==> config.mk <==
export PLATFORM = sky130hd
export DESIGN_NAME = fnd_sum_display
export DESIGN_NICKNAME = d
export VERILOG_FILES = /design/src/rtl/fnd_sum_display.sv
export SDC_FILE = /design/constraint.sdc
export NUM_CORES = 1
export LEC_CHECK = 0
export BUFFER_PORTS_ARGS = -buffer_cell sky130_fd_sc_hd__buf_2
export CAP_MARGIN = 5
export CORE_MARGIN = 4
export CORE_UTILIZATION = 35
export CTS_BUF_LIST = sky130_fd_sc_hd__clkbuf_8
export CTS_CLUSTER_DIAMETER = 50
export DETAILED_ROUTE_END_ITERATION = 8
export RECOVER_POWER = 50
export SKIP_CTS_REPAIR_TIMING = 1
export SLEW_MARGIN = 40
export SYNTH_ARGS = -nofsm -noshare
export SYNTH_HDL_FRONTEND = slang
export SYNTH_SLANG_ARGS = --single-unit
==> constraint.sdc <==
create_clock -name i_clk -period 3 [get_ports i_clk]
set_input_delay 0.3 -clock i_clk [delete_from_list [all_inputs] [get_ports i_clk]]
set_output_delay 0.3 -clock i_clk [all_outputs]
set_load 0.01 [all_outputs]
==> src/rtl/fnd_sum_display.sv <==
// fnd_sum_display: captures a binary sum and converts it to BCD by shift-add-3 (one bit per clock).
// It also scans a 4-digit common-anode seven-segment display. Leading zeros are blanked.
// Ports: i_clk/i_reset (async active-low), i_valid/i_sum capture, o_busy, o_fnd_com (digit, low), o_fnd_font (segs, low).
module fnd_sum_display #(
  parameter int SUM_W       = 9,
  parameter int REFRESH_DIV = 100000
) (
  input  logic             i_clk,
  input  logic             i_reset,
  input  logic             i_valid,
  input  logic [SUM_W-1:0] i_sum,
  output logic             o_busy,
  output logic [3:0]       o_fnd_com,
  output logic [7:0]       o_fnd_font
);

  localparam int CW = $clog2(SUM_W + 1);
  localparam int RW = $clog2(REFRESH_DIV);

  typedef enum logic {IDLE, CONVERT} state_t;

  state_t           state, state_nxt;
  logic [SUM_W-1:0] shift_q;
  logic [15:0]      bcd_q;
  logic [CW-1:0]    bit_cnt;
  logic [15:0]      disp_q;

  logic [15:0]      bcd_adj;
  logic [15:0]      bcd_shifted;
  logic [SUM_W-1:0] shift_shifted;
  logic             last_bit;

  logic [RW-1:0]    refresh_cnt;
  logic [1:0]       digit_idx;
  logic [3:0]       nibble;
  logic             blank;
  logic [7:0]       font_nxt;

  function automatic logic [7:0] seg7(input logic [3:0] n);
    case (n)
      4'd0:    seg7 = 8'hC0;
      4'd1:    seg7 = 8'hF9;
      4'd2:    seg7 = 8'hA4;
      4'd3:    seg7 = 8'hB0;
      4'd4:    seg7 = 8'h99;
      4'd5:    seg7 = 8'h92;
      4'd6:    seg7 = 8'h82;
      4'd7:    seg7 = 8'hF8;
      4'd8:    seg7 = 8'h80;
      4'd9:    seg7 = 8'h90;
      default: seg7 = 8'hFF;
    endcase
  endfunction

  // One double-dabble step: correct each nibble, then shift {bcd, shift} left.
  always_comb begin
    bcd_adj = bcd_q;
    for (int i = 0; i < 4; i++) begin
      if (bcd_q[4*i +: 4] >= 4'd5) begin
        bcd_adj[4*i +: 4] = bcd_q[4*i +: 4] + 4'd3;
      end
    end
    bcd_shifted   = {bcd_adj[14:0], shift_q[SUM_W-1]};
    shift_shifted = shift_q << 1;
    last_bit      = (bit_cnt == CW'(SUM_W - 1));
  end

  always_comb begin
    state_nxt = state;
    case (state)
      IDLE:    if (i_valid)  state_nxt = CONVERT;
      CONVERT: if (last_bit) state_nxt = IDLE;
      default: state_nxt = IDLE;
    endcase
  end

  always_ff @(posedge i_clk or negedge i_reset) begin
    if (!i_reset) begin
      state <= IDLE;
    end else begin
      state <= state_nxt;
    end
  end

  always_ff @(posedge i_clk or negedge i_reset) begin
    if (!i_reset) begin
      shift_q <= '0;
      bcd_q   <= '0;
      bit_cnt <= '0;
      disp_q  <= '0;
    end else begin
      case (state)
        IDLE: begin
          if (i_valid) begin
            shift_q <= i_sum;
            bcd_q   <= '0;
            bit_cnt <= '0;
          end
        end
        CONVERT: begin
          shift_q <= shift_shifted;
          bcd_q   <= bcd_shifted;
          bit_cnt <= bit_cnt + CW'(1);
          // The display takes the result of the final shift directly,
          // so it never sees an intermediate accumulator value.
          if (last_bit) disp_q <= bcd_shifted;
        end
        default: ;
      endcase
    end
  end

  assign o_busy = (state == CONVERT);

  // Digit scan runs free of the converter.
  always_ff @(posedge i_clk or negedge i_reset) begin
    if (!i_reset) begin
      refresh_cnt <= '0;
      digit_idx   <= '0;
    end else if (refresh_cnt == RW'(REFRESH_DIV - 1)) begin
      refresh_cnt <= '0;
      digit_idx   <= digit_idx + 2'd1;
    end else begin
      refresh_cnt <= refresh_cnt + RW'(1);
    end
  end

  // A digit is blank when it and every higher nibble are zero; the ones digit always shows.
  always_comb begin
    nibble = disp_q[{digit_idx, 2'b00} +: 4];
    case (digit_idx)
      2'd1:    blank = (disp_q[15:4]  == 12'd0);
      2'd2:    blank = (disp_q[15:8]  == 8'd0);
      2'd3:    blank = (disp_q[15:12] == 4'd0);
      default: blank = 1'b0;
    endcase
    font_nxt = blank ? 8'hFF : seg7(nibble);
  end

  // Select and segments are registered together so they always refer to the same digit.
  always_ff @(posedge i_clk or negedge i_reset) begin
    if (!i_reset) begin
      o_fnd_com  <= 4'b1110;
      o_fnd_font <= 8'hC0;
    end else begin
      o_fnd_com  <= ~(4'b0001 << digit_idx);
      o_fnd_font <= font_nxt;
    end
  end

endmodule
Word-level counts from Yosys, hierarchy flattened:

Memory sizes are Yosys's and may differ from the RTL's.
Index checks and enable logic that the tools add are counted.

* memories kept: 1
* register bits after elaboration: 77
* output and inout bits: 13
* input bits: 12
* ROM bits: 112

Memory list
* (name not given): words 16, bits a word 7, rd ports 1, clocked after Yosys merged registers in 0, wr ports 0, RTL line 40 `case (n)`

* order comparisons: 4
* mux-type cells: 16
* equal/unequal tests: 6
* shift operators: 2
* bitwise gates (word level): 2
* reduce and logical (&&, ||, !) cells: 4
* $add $sub $neg: 7

Operator list (number)
* 16-bit one-hot mux with 2 select lines: 1
* 9-bit one-hot mux with 2 select lines: 1
* 17-bit by 1-bit adder with 17-bit output, second input constant: 1
* 17-bit == test, second input constant: 1
* 17-bit 2-to-1 mux: 1
* 4-bit by 3-bit greater-or-equal comparator with 1-bit output, second input constant: 4
* 16-bit 2-to-1 mux: 1
* 4-bit 2-to-1 mux: 4
* 16-bit by 5-bit indexed part select with 4-bit output: 1
* 4-bit by 2-bit adder with 4-bit output, second input constant: 3
* 12-bit logical NOT: 1
* 9-bit 2-to-1 mux: 1
* 8-bit logical NOT: 1
* 8-bit 2-to-1 mux: 1
* 4-bit one-hot mux with 2 select lines: 1
* 4-bit by 1-bit adder with 4-bit output, second input constant: 1
* 2-bit == test, second input constant: 2
* 4-bit == test, second input constant: 1
* 4-bit logical NOT: 1
* 4-bit NOT: 1
* 1-bit by 2-bit << shifter with 4-bit output, first input constant: 1
* 3-bit by 2-bit adder with 3-bit output, second input constant: 1
* 3-bit 2-to-1 mux: 1
* 1-bit one-hot mux with 3 select lines: 1
* other kinds (7): 8

Longest topological paths before layout:

Gate-level depths: netlist of run 1.

* depth in word-level cells: 3
* depth in mapped cells: 7
* depth with buffers taken out: 6

Worst setup path after synthesis of run 1:

Ideal clock, no wire load.

* path kind: flip-flop to flip-flop
* from: register digit_idx[0]
* to: register o_fnd_font[3]
* setup time: 140 ps
* data required time: 2860 ps
* arrival: 1685 ps
* setup slack: 1175 ps
* cell stages (with the launch flop): 7
* cell sequence: dfrtp_1 buf_2 mux4_2 ha_1 or2_0 a21oi_1 o21ai_1

* word-level cells in the longest chain between the ends: 3
* elaborated cells between the ends (all ways): 7

RTL lines
* start, declared: RTL line 34 `logic [1:0] digit_idx;`
* start signal, assigned: RTL line 122 `digit_idx <= digit_idx + 2'd1;`
* 16-bit by 5-bit indexed part select with 4-bit output, or another cell as far along: RTL line 130 `nibble = disp_q[{digit_idx, 2'b00} +: 4];`
* memory 16 x 7 bit or 1-bit one-hot mux with 3 select lines (tied branches)
* 8-bit 2-to-1 mux *: RTL line 137 `font_nxt = blank ? 8'hFF : seg7(nibble);`
* via font_nxt[3]: RTL line 37 `logic [7:0] font_nxt;`
* end signal, assigned: RTL line 147 `o_fnd_font <= font_nxt;`
* end, declared: RTL line 14 `output logic [7:0] o_fnd_font`

Mark *: on every way through the listed nets, which the timed path passes. The rest lies on a longest branch.
A chain may end at the register's enable or synchronous reset.

==> results of run 1 <==
[layout by cell type (no fill, tap or decap), types with 2 or more instances in the layout]
| master | instances |
|---|---|
| o31ai_1 | 2 |
| nor3_1 | 3 |
| ha_1 | 21 |
| nand2_1 | 27 |
| or3_1 | 2 |
| clkbuf_8 | 10 |
| mux2_2 | 5 |
| a21oi_1 | 18 |
| inv_1 | 22 |
| mux2i_1 | 24 |
| nand3_1 | 7 |
| and3_1 | 2 |
| or4_1 | 2 |
| clkinvlp_4 | 2 |
| nand4b_1 | 2 |
| nor2_1 | 14 |
| nor3b_1 | 11 |
| nand2b_1 | 20 |
| mux4_2 | 4 |
| clkinv_2 | 2 |
| buf_2 | 21 |
| xor2_1 | 5 |
| o21ai_0 | 29 |
| dfrtp_1 | 72 |
| a21o_1 | 5 |
| nor2b_1 | 2 |
| buf_4 | 5 |
| o21ai_1 | 3 |
| xnor2_1 | 15 |
| dfstp_2 | 4 |
| nand4_1 | 2 |
[through the flow]
step                setup WS (ps)  instances  util (%)
floorplan                    1180        358         -
global placement             1100        511      38.1
detailed placement           1060        511      38.1
CTS                          1050        527      40.0
global route                  483        528      40.0
finish                        914        528      40.0
[flip-flops by register name (all words and copies together) (netlist names)]
name	count
o_fnd_font	7
refresh_cnt	17
o_busy	1
shift_q	9
bit_cnt	4
bcd_q	16
digit_idx	2
o_fnd_com	4
disp_q	16
[per-layer routing]
metal  vias up  part of all wire (%)  track usage (%)
li1       1278                     -                -
met1      1245                    46             14.5
met2        22                    49             19.0
met3        12                   2.4             2.62
met4         0                   2.7             6.17
met5         -                     0                0
[worst max path at each step]
stage                  from        endpoint
3_3_place_gp   digit_idx[0]   o_fnd_font[3]
3_5_place_dp   digit_idx[0]   o_fnd_font[4]
5_1_grt             i_reset  refresh_cnt[6]
4_1_cts        digit_idx[0]   o_fnd_font[4]
6_report            i_reset   o_fnd_font[3]
2_1_floorplan  digit_idx[0]   o_fnd_font[3]
[worst register-to-register path, cell delays in order (launching register included)]
cell and delay (ps):
dfrtp_1 530, mux4_2 630, inv_1 140, ha_1 190, nor2b_1 50, a211oi_1 180
o21ai_1 80
[layout make-up]
type / count / area (µm²) / area share [%]
clock buffer: 10 / 138 / 3.19
clock inverter: 6 / 63.8 / 1.48
inverter: 22 / 82.6 / 1.91
multi-input combinational: 245 / 1790 / 41.5
sequential: 76 / 1910 / 44.1
tap: 140 / 175 / 4.06
timing repair buffer: 29 / 161 / 3.74
[kinds of logic (layout without fill, tap and decap cells)]
family,Yosys count,count (layout),synth area share [%]
AND/OR/NAND/NOR,106,106,15.6
flip-flops,76,76,49.6
AO/OA/AOI/OAI,63,63,9.17
buffers and inverters,37,67,3.87
multiplexers,34,34,10.3
adder cells (fa/ha/maj),21,21,6.83
XOR/XNOR,20,20,4.55
other,1,1,0.0975
[power by group]
| group | internal [µW] | switching, µW | leakage (µW) | total, µW |
|---|---|---|---|---|
| Clock | 405 | 384 | 0.0000983 | 789 |
| Combinational | 664 | 769 | 0.000952 | 1430 |
| Sequential | 1360 | 227 | 0.000963 | 1590 |
| Total | 2430 | 1380 | 0.00201 | 3810 |
==> impl_metrics.yaml, run 1 <==
synthesis:
  synth_fp_nets: 391
  synthCells: 358
  synth.avg_cell_area_um2: 10.7
  yosysWarnings: 0
  ys_ff_latch: 76
  yosysMostFrequentCell: "dfrtp_1"
  synthArstFlopShare_pct: 100
  synth_edf_count: 0
  synth_common_cells: "dfrtp_1 (72), o21ai_0 (29), nand2_1 (27)"
  ys_seq_area_share_pct: 49.6
  synth_area_leaders: "dfrtp_1 (47%), ha_1 (6.8%), mux2i_1 (6.2%)"
  synth_cell_types: 50
  ys.flop_type: "dfrtp_1"
  syn_area_mm2: 0.00385
  yosysTopAreaCellShare_pct: 46.8
  synth_top_area_cell: "dfrtp_1"
global_route:
  grt_pass1_vias: 2554
  overflow: 0
  grt_first_pass_wirelength_mm: 12.0
  antenna_found_initial: 0
  grt_max_degree: 77
  grt_use_total_pct: 11.7
die:
  die_w_um: 113
  dieArea_mm2: 0.0127
  start_util_pct: 35.6
  die_h_um: 113
  ioPinCount: 25
  coreArea_mm2: 0.0108
  row_count: 38
status:
  status: "complete, but fails checks"
  violations: "max-capacitance violations, max-slew violations"
critical_path:
  path_cells: "dlygate4sd3_1 -> clkbuf_2"
  max_stage_delay_ps: 1310
  cp_slowest_cell: "clkbuf_2"
  cp-start-kind: "input port"
  crit-reg2reg-launch: "digit_idx[0]"
  end_kind: "asynchronous set/reset pin"
  crit_cells: 2
  cpLargestDelayFamily: "buffers and inverters"
  arrival_ps: 2200
  worstPathRequired_ps: 3110
  criticalPathCategory: "in -> async"
  cp_max_fo: 76
  rr_endpoint: "o_fnd_font[4]"
  reg2reg_slack_ps: 1070
  worst_r2r_path_depth: 6
  path_buf_inv: 2
timing:
  hold_slack_ps: 192
  fin_crit_ps: 2090
  fin_skew_ps: 7.98
  fmax_mhz: 479
  post-route-period-util_pct: 69.5
  maxSlewHeadroom_pct: -23.6
  finalHoldViolations: 0
  slew_violations: 77
  worst_slew_pin_slew_ps: 1850
  setup-tns-final_ps: 0
  rsz0062_at_grt: "no"
  setup_violations: 0
final_layout:
  drive_gt1_share_pct: 16.8
  fillCellCount: 1033
  layout.nets: 416
  syn2layout_area_growth_pct: 12.3
  fin_area_mm2: 0.00432
  n_antenna_cell: 0
run:
  cap_violations: 1
power_and_ir_drop:
  report.power.total_uw: 3810
  powerDensity_mw_per_mm2: 882
  ir_drop_v: 0.000276
  power.leakage_uw: 0.00201
drt:
  vias: 2557
  drc_errors: 0
  wl_mm: 6.71
  drt_iter0_drc: 110
  wl_per_cell_um: 12.7
  via_per_inst: 4.84
  firstDrtPassIters: 4
  ant_nets: 0
min_path:
  min_path_cells: 3
  min-delay-start: "i_sum[0]"
  holdCritPathClass: "in -> reg"
  min_to: "shift_q[0]"
clocking:
  cts-root-buf: "clkbuf_8"
  insertion_delay_ps: 360
  cts_tree: "yes"
  clk_pin_slew_ps: 80
  cts_sinks: 76
  cts_made_buffers: 9
  htree_levels: 3
  clockBufferDepth: 2
placement:
  gp_congestion: 0.813
  io_buffers: 23
  hpwl_mm: 4.68
  placed_area_mm2: 0.00412
No activity file was read; power rests on OpenSTA's default activity.
==> run 2, diff against run 1 <==
ABC_AREA = 1   (was unset)
clock period = 2 ns   (was 3 ns; I/O delays follow)
==> impl_metrics.yaml, run 2 <==
critical_path:
  end_kind: "flop"
  crit_top_cell: "nand3_1"
  worstPathRequired_ps: 2230
  cp_slowest_cell: "dfrtp_1"
  criticalPathCategory: "reg -> reg"
  cp-start-kind: "flop"
  path_cells: "inv_4 -> nand3_1 -> nand2_1 -> inv_1 -> ha_1 -> nand3b_1 -> nand3_1 -> nand3_1"
  max_stage_delay_ps: 530
  arrival_ps: 1910
  cp_max_fo: 9
final_layout:
  n_antenna_cell: 0
  final_common_cell: "nand2_1"
  drive_gt1_share_pct: 13.5
  largest_register_ffs: 17
  top_regs: "refresh_cnt (17), bcd_q (16), disp_q (16)"
  layout.nets: 523
  fillCellCount: 1129
  largest-register: "refresh_cnt"
  layout.cells.most_common_list: "nand2_1 (117), dfrtp_1 (72), inv_1 (64)"
  syn2layout_area_growth_pct: 12.2
die:
  dieArea_mm2: 0.0130
  start_util_pct: 36.1
  row_count: 38
  die_w_um: 114
  die_h_um: 114
  ioPinCount: 25
  coreArea_mm2: 0.0109
synthesis:
  synth_top_area_cell: "dfrtp_1"
  synthArstFlopShare_pct: 100
  synth_cell_types: 36
  ys_seq_area_share_pct: 48.4
  synth.avg_cell_area_um2: 8.55
  synth-simple-area-share_pct: 24.6
  yosysWarnings: 0
  synth_top_family_by_area: "simple AND/OR/NAND/NOR gates"
  synthCells: 461
  ys.flop_type: "dfrtp_1"
  syn_area_mm2: 0.00394
  synth_fp_nets: 494
  yosys.area_share.adder_pct: 6.66
  yosysTopAreaCellShare_pct: 45.7
  synth_xor_area_share_pct: 2.89
  ys_ff_latch: 76
  synth_area_leaders: "dfrtp_1 (46%), nand2_1 (11%), ha_1 (6.7%)"
  synthMuxAreaShare_pct: 0
  synth_edf_count: 0
  synth-compound-area-share_pct: 9.20
  yosysMostFrequentCell: "nand2_1"
  synth_common_cells: "nand2_1 (117), dfrtp_1 (72), inv_1 (62)"
global_route:
  met3_usage_pct: 4.28
  grt_use_total_pct: 13.0
  antenna_found_initial: 0
  grt_first_pass_wirelength_mm: 13.7
  overflow: 0
  grt_max_degree: 43
  top_usage_layer: "met2"
  use_met1_pct: 17.0
  grt_pass1_vias: 2898
  use_met2_pct: 20.4
timing:
  post-route-period-util_pct: 84.2
  maxSlewHeadroom_pct: 28.1
  rsz0062_at_grt: "no"
  finalHoldViolations: 0
  fin_skew_ps: 7.53
  worst_slew_pin_slew_ps: 1080
  fmax_mhz: 594
  setup_violations: 0
  slew_violations: 0
  fin_crit_ps: 1680
  setup-tns-final_ps: 0
min_path:
  holdCritPathClass: "in -> reg"
power_and_ir_drop:
  p_comb_share_pct: 36.9
  p_int_uw: 3490
  p_clk_share_pct: 20.9
  switching_share_pct: 39.1
  power_switching_uw: 2240
  powerDensity_mw_per_mm2: 1290
  ir_drop_v: 0.000673
  seqPwrFrac_pct: 42.1
  power.leakage_uw: 0.00227
  report.power.total_uw: 5730
drt:
  vias: 2967
  drt_iter0_drc: 139
  wl_per_cell_um: 12.1
  wl_mm: 7.71
  via_per_inst: 4.67
  ant_nets: 0
  firstDrtPassIters: 6
  drc_errors: 0
placement:
  gp_congestion: 0.874
  io_buffers: 23
  hpwl_mm: 5.62
clocking:
  insertion_delay_ps: 360
  cts_sinks: 76
  cts_made_buffers: 9
  clk_pin_slew_ps: 80
  htree_levels: 3
  clockBufferDepth: 2
  cts-root-buf: "clkbuf_8"
  cts_tree: "yes"
status:
  status: "completed"
run:
  cap_violations: 0
## run 2: cell types whose count changed after synthesis, sizes merged, moves of 17 or more
cell / previous run / this run
mux2i: 24 / 0
nand3: 7 / 38
nor2: 14 / 31
inv: 22 / 67
a21oi: 19 / 0
nand2: 28 / 125
nand2b: 20 / 0
## run 2: power groups by stage
stage / registers (µW) / logic (µW) / clock network [µW]
floorplan: 2350 / 1630 / 0
global placement: 2430 / 2070 / 0
detailed placement: 2440 / 2150 / 0
CTS: 2410 / 2160 / 1250
global route: 2480 / 2490 / 1320
finish: 2410 / 2110 / 1200
## run 2: final timing paths
check / startpoint / to / slack (ps) / cells past startpoint
max: digit_idx[1] / o_fnd_font[5] / 320 / 8
min: i_sum[2] / shift_q[2] / 40 / 3
max reg2reg: digit_idx[1] / o_fnd_font[5] / 320 / 8
min reg2reg: refresh_cnt[0] / refresh_cnt[0] / 460 / 1
max in group asynchronous: i_reset / bcd_q[9] / 680 / 3
min in group asynchronous: i_reset / refresh_cnt[13] / 570 / 2
## run 2: kinds of logic after synthesis
group	Yosys count
simple gates	208
compound gates	64
flops	76
other cells	1
buf+inv	78
fa+ha+maj	21
xor+xnor	13
## run 2: routing by layer
layer  vias up  part of all wire (%)  wire length (µm)
met3         4                   4.5               347
li1       1531                     -                 -
met1      1385                    47              3660
met4         0                  0.62                48
met5         -                     0                 0
met2        47                    47              3660
## run 2: critical path, delay by kind of cell, from the launching register on
family / cells / cell delay [ps]
flip-flops: 1 / 530
AND/OR/NAND/NOR: 5 / 580
buffers and inverters: 2 / 260
adder cells (fa/ha/maj): 1 / 180
## run 2: area by class of cell
cell class	instances	area, µm²	share of cell area, %
Timing Repair Buffer	29	174	3.93
Sequential cell	76	1910	43.1
Clock inverter	5	52.6	1.19
Multi-Input combinational cell	307	1710	38.7
Inverter	67	254	5.74
Clock buffer	11	151	3.42
Tap cell	140	175	3.96
## run 2: per-stage QoR
| step | cell area [µm²] | hold WS (ps) | instances | worst slack, ps | utilization (%) |
|---|---|---|---|---|---|
| 2_1_floorplan | 3940 | -95.6 | 461 | 504 | - |
| 3_3_place_gp | 4220 | 224 | 618 | 408 | 38.6 |
| 3_5_place_dp | 4220 | 231 | 618 | 330 | 38.6 |
| 4_1_cts | 4420 | -164 | 634 | 314 | 40.4 |
| 5_1_grt | 4430 | 29.2 | 635 | 175 | 40.5 |
| 6_report | 4430 | 35.9 | 635 | 317 | 40.5 |
==> run 3, diff against run 2 <==
clock period = 1.45 ns   (was 2 ns; I/O delays follow)
==> impl_metrics.yaml, run 3 (synthesis gave the netlist of run 2 again) <==
final_layout:
  syn2layout_area_growth_pct: 25.2
  top_regs: "refresh_cnt (17), bcd_q (16), disp_q (16)"
  utilization_pct: 45.2
  n_antenna_cell: 0
  final_common_cell: "nand2_1"
  largest_register_ffs: 17
  layout.cells.most_common_list: "nand2_1 (105), dfrtp_1 (67), inv_1 (56)"
  layout.nets: 558
  fin_area_mm2: 0.00494
  fillCellCount: 1044
  largest-register: "refresh_cnt"
  drive_gt1_share_pct: 28.7
drt:
  firstDrtPassIters: 5
  drc_errors: 0
  wl_per_cell_um: 12.3
  vias: 3113
  ant_nets: 0
  wl_mm: 8.21
  drt_iter0_drc: 160
  via_per_inst: 4.65
global_route:
  overflow: 0
  antenna_found_initial: 0
  grt_max_degree: 33
  grt_pass1_vias: 3055
  grt_use_total_pct: 13.1
  grt_first_pass_wirelength_mm: 13.8
placement:
  hpwl_mm: 5.80
  gp_congestion: 0.881
  placed_area_mm2: 0.00439
  io_buffers: 23
  post-place-ws_ps: -53.3
power_and_ir_drop:
  ir_drop_v: 0.000860
  power.leakage_uw: 0.00253
  powerDensity_mw_per_mm2: 1680
timing:
  hold_slack_ps: -9.62
  setup_ws_ps: -85.1
  worst_slew_pin_slew_ps: 513
  slew_violations: 0
  setup_violations: 7
  rsz0062_at_grt: "yes"
  fin_crit_ps: 1540
  fin_skew_ps: 12.6
  post-route-period-util_pct: 106
  finalHoldViolations: 2
  maxSlewHeadroom_pct: 65.8
  fmax_mhz: 651
clocking:
  htree_levels: 3
  clockBufferDepth: 2
  cts_made_buffers: 9
  cts_tree: "yes"
  insertion_delay_ps: 360
  clk_pin_slew_ps: 80
  cts_sinks: 76
  cts-root-buf: "clkbuf_8"
min_path:
  min-delay-start: "i_sum[2]"
  min_to: "shift_q[2]"
  min_path_cells: 3
  holdCritPathClass: "in -> reg"
run:
  cap_violations: 0
die:
  dieArea_mm2: 0.0130
  coreArea_mm2: 0.0109
  ioPinCount: 25
  die_w_um: 114
  start_util_pct: 36.1
  row_count: 38
  die_h_um: 114
critical_path:
  arrival_ps: 1770
  worst_r2r_path_depth: 9
  end_kind: "flop"
  cp-start-kind: "flop"
  criticalPathCategory: "reg -> reg"
  reg2reg_slack_ps: -90
  cp_slowest_cell: "dfrtp_2"
  crit-reg2reg-launch: "digit_idx[0]"
  path_cells: "buf_12 -> nand2_4 -> nand3_4 -> nand2_4 -> inv_2 -> ha_2 -> nand3b_1 -> nand3_2 -> nand3_2"
  cp_max_fo: 5
  worstPathRequired_ps: 1680
  max_stage_delay_ps: 470
  rr_endpoint: "o_fnd_font[5]"
status:
  status: "complete, but fails checks"
  violations: "negative hold slack, negative setup slack"
[run 3: how the worst max path moves through the flow]
stage                       startpoint            end  slack [ps]  cells after the start
after detailed placement      bcd_q[0]      disp_q[2]         -50                      7
after global placement    digit_idx[0]  o_fnd_font[5]         -10                      9
after global routing      digit_idx[0]  o_fnd_font[6]        -150                      7
after CTS                       o_busy         o_busy        -130                      2
final                     digit_idx[0]  o_fnd_font[5]         -90                      9
after floorplan           digit_idx[0]  o_fnd_font[5]          -1                      9
[run 3: worst max-delay path, delay by kind of cell (launching register included)]
kind	cells	cell delay [ps]
simple gates	6	570
flops	1	470
buf+inv	2	200
fa+ha+maj	1	160
[run 3: metal layers]
layer  up-vias  part of all wire, %  global-route usage [%]
met5         -                    0                       0
met4         0                  1.4                    4.43
met3        12                  4.3                    3.75
met2        58                   47                    20.4
met1      1438                   47                    17.5
li1       1605                    -                       -
[run 3: cell type report]
class                   count  area, µm²  area share [%]
multi-input cells         307       1960            39.7
flip-flops and latches     76       1910            38.7
repair buffers             64        485            9.83
inverters                  67        256            5.19
well taps                 140        175            3.55
clock buffers               9        124            2.51
clock inverters             6       26.3           0.532
[run 3: power breakdown]
| group | total [µW] | internal, µW | switching, µW |
|---|---|---|---|
| clock | 1340 | 584 | 753 |
| sequential | 3340 | 2830 | 508 |
| combinational | 3630 | 1460 | 2170 |
[run 3: through the flow]
stage                     power [µW]  hold slack (ps)  TNS, ps  cells
final                           8310            -9.62     -380    669
after global routing            9110             2.46    -1210    669
after CTS                       7830             -328     -581    650
after detailed placement        6470             61.8     -242    635
after global placement          6330             61.1    -9.51    635
after floorplan                 5500             -151    -1.36    461
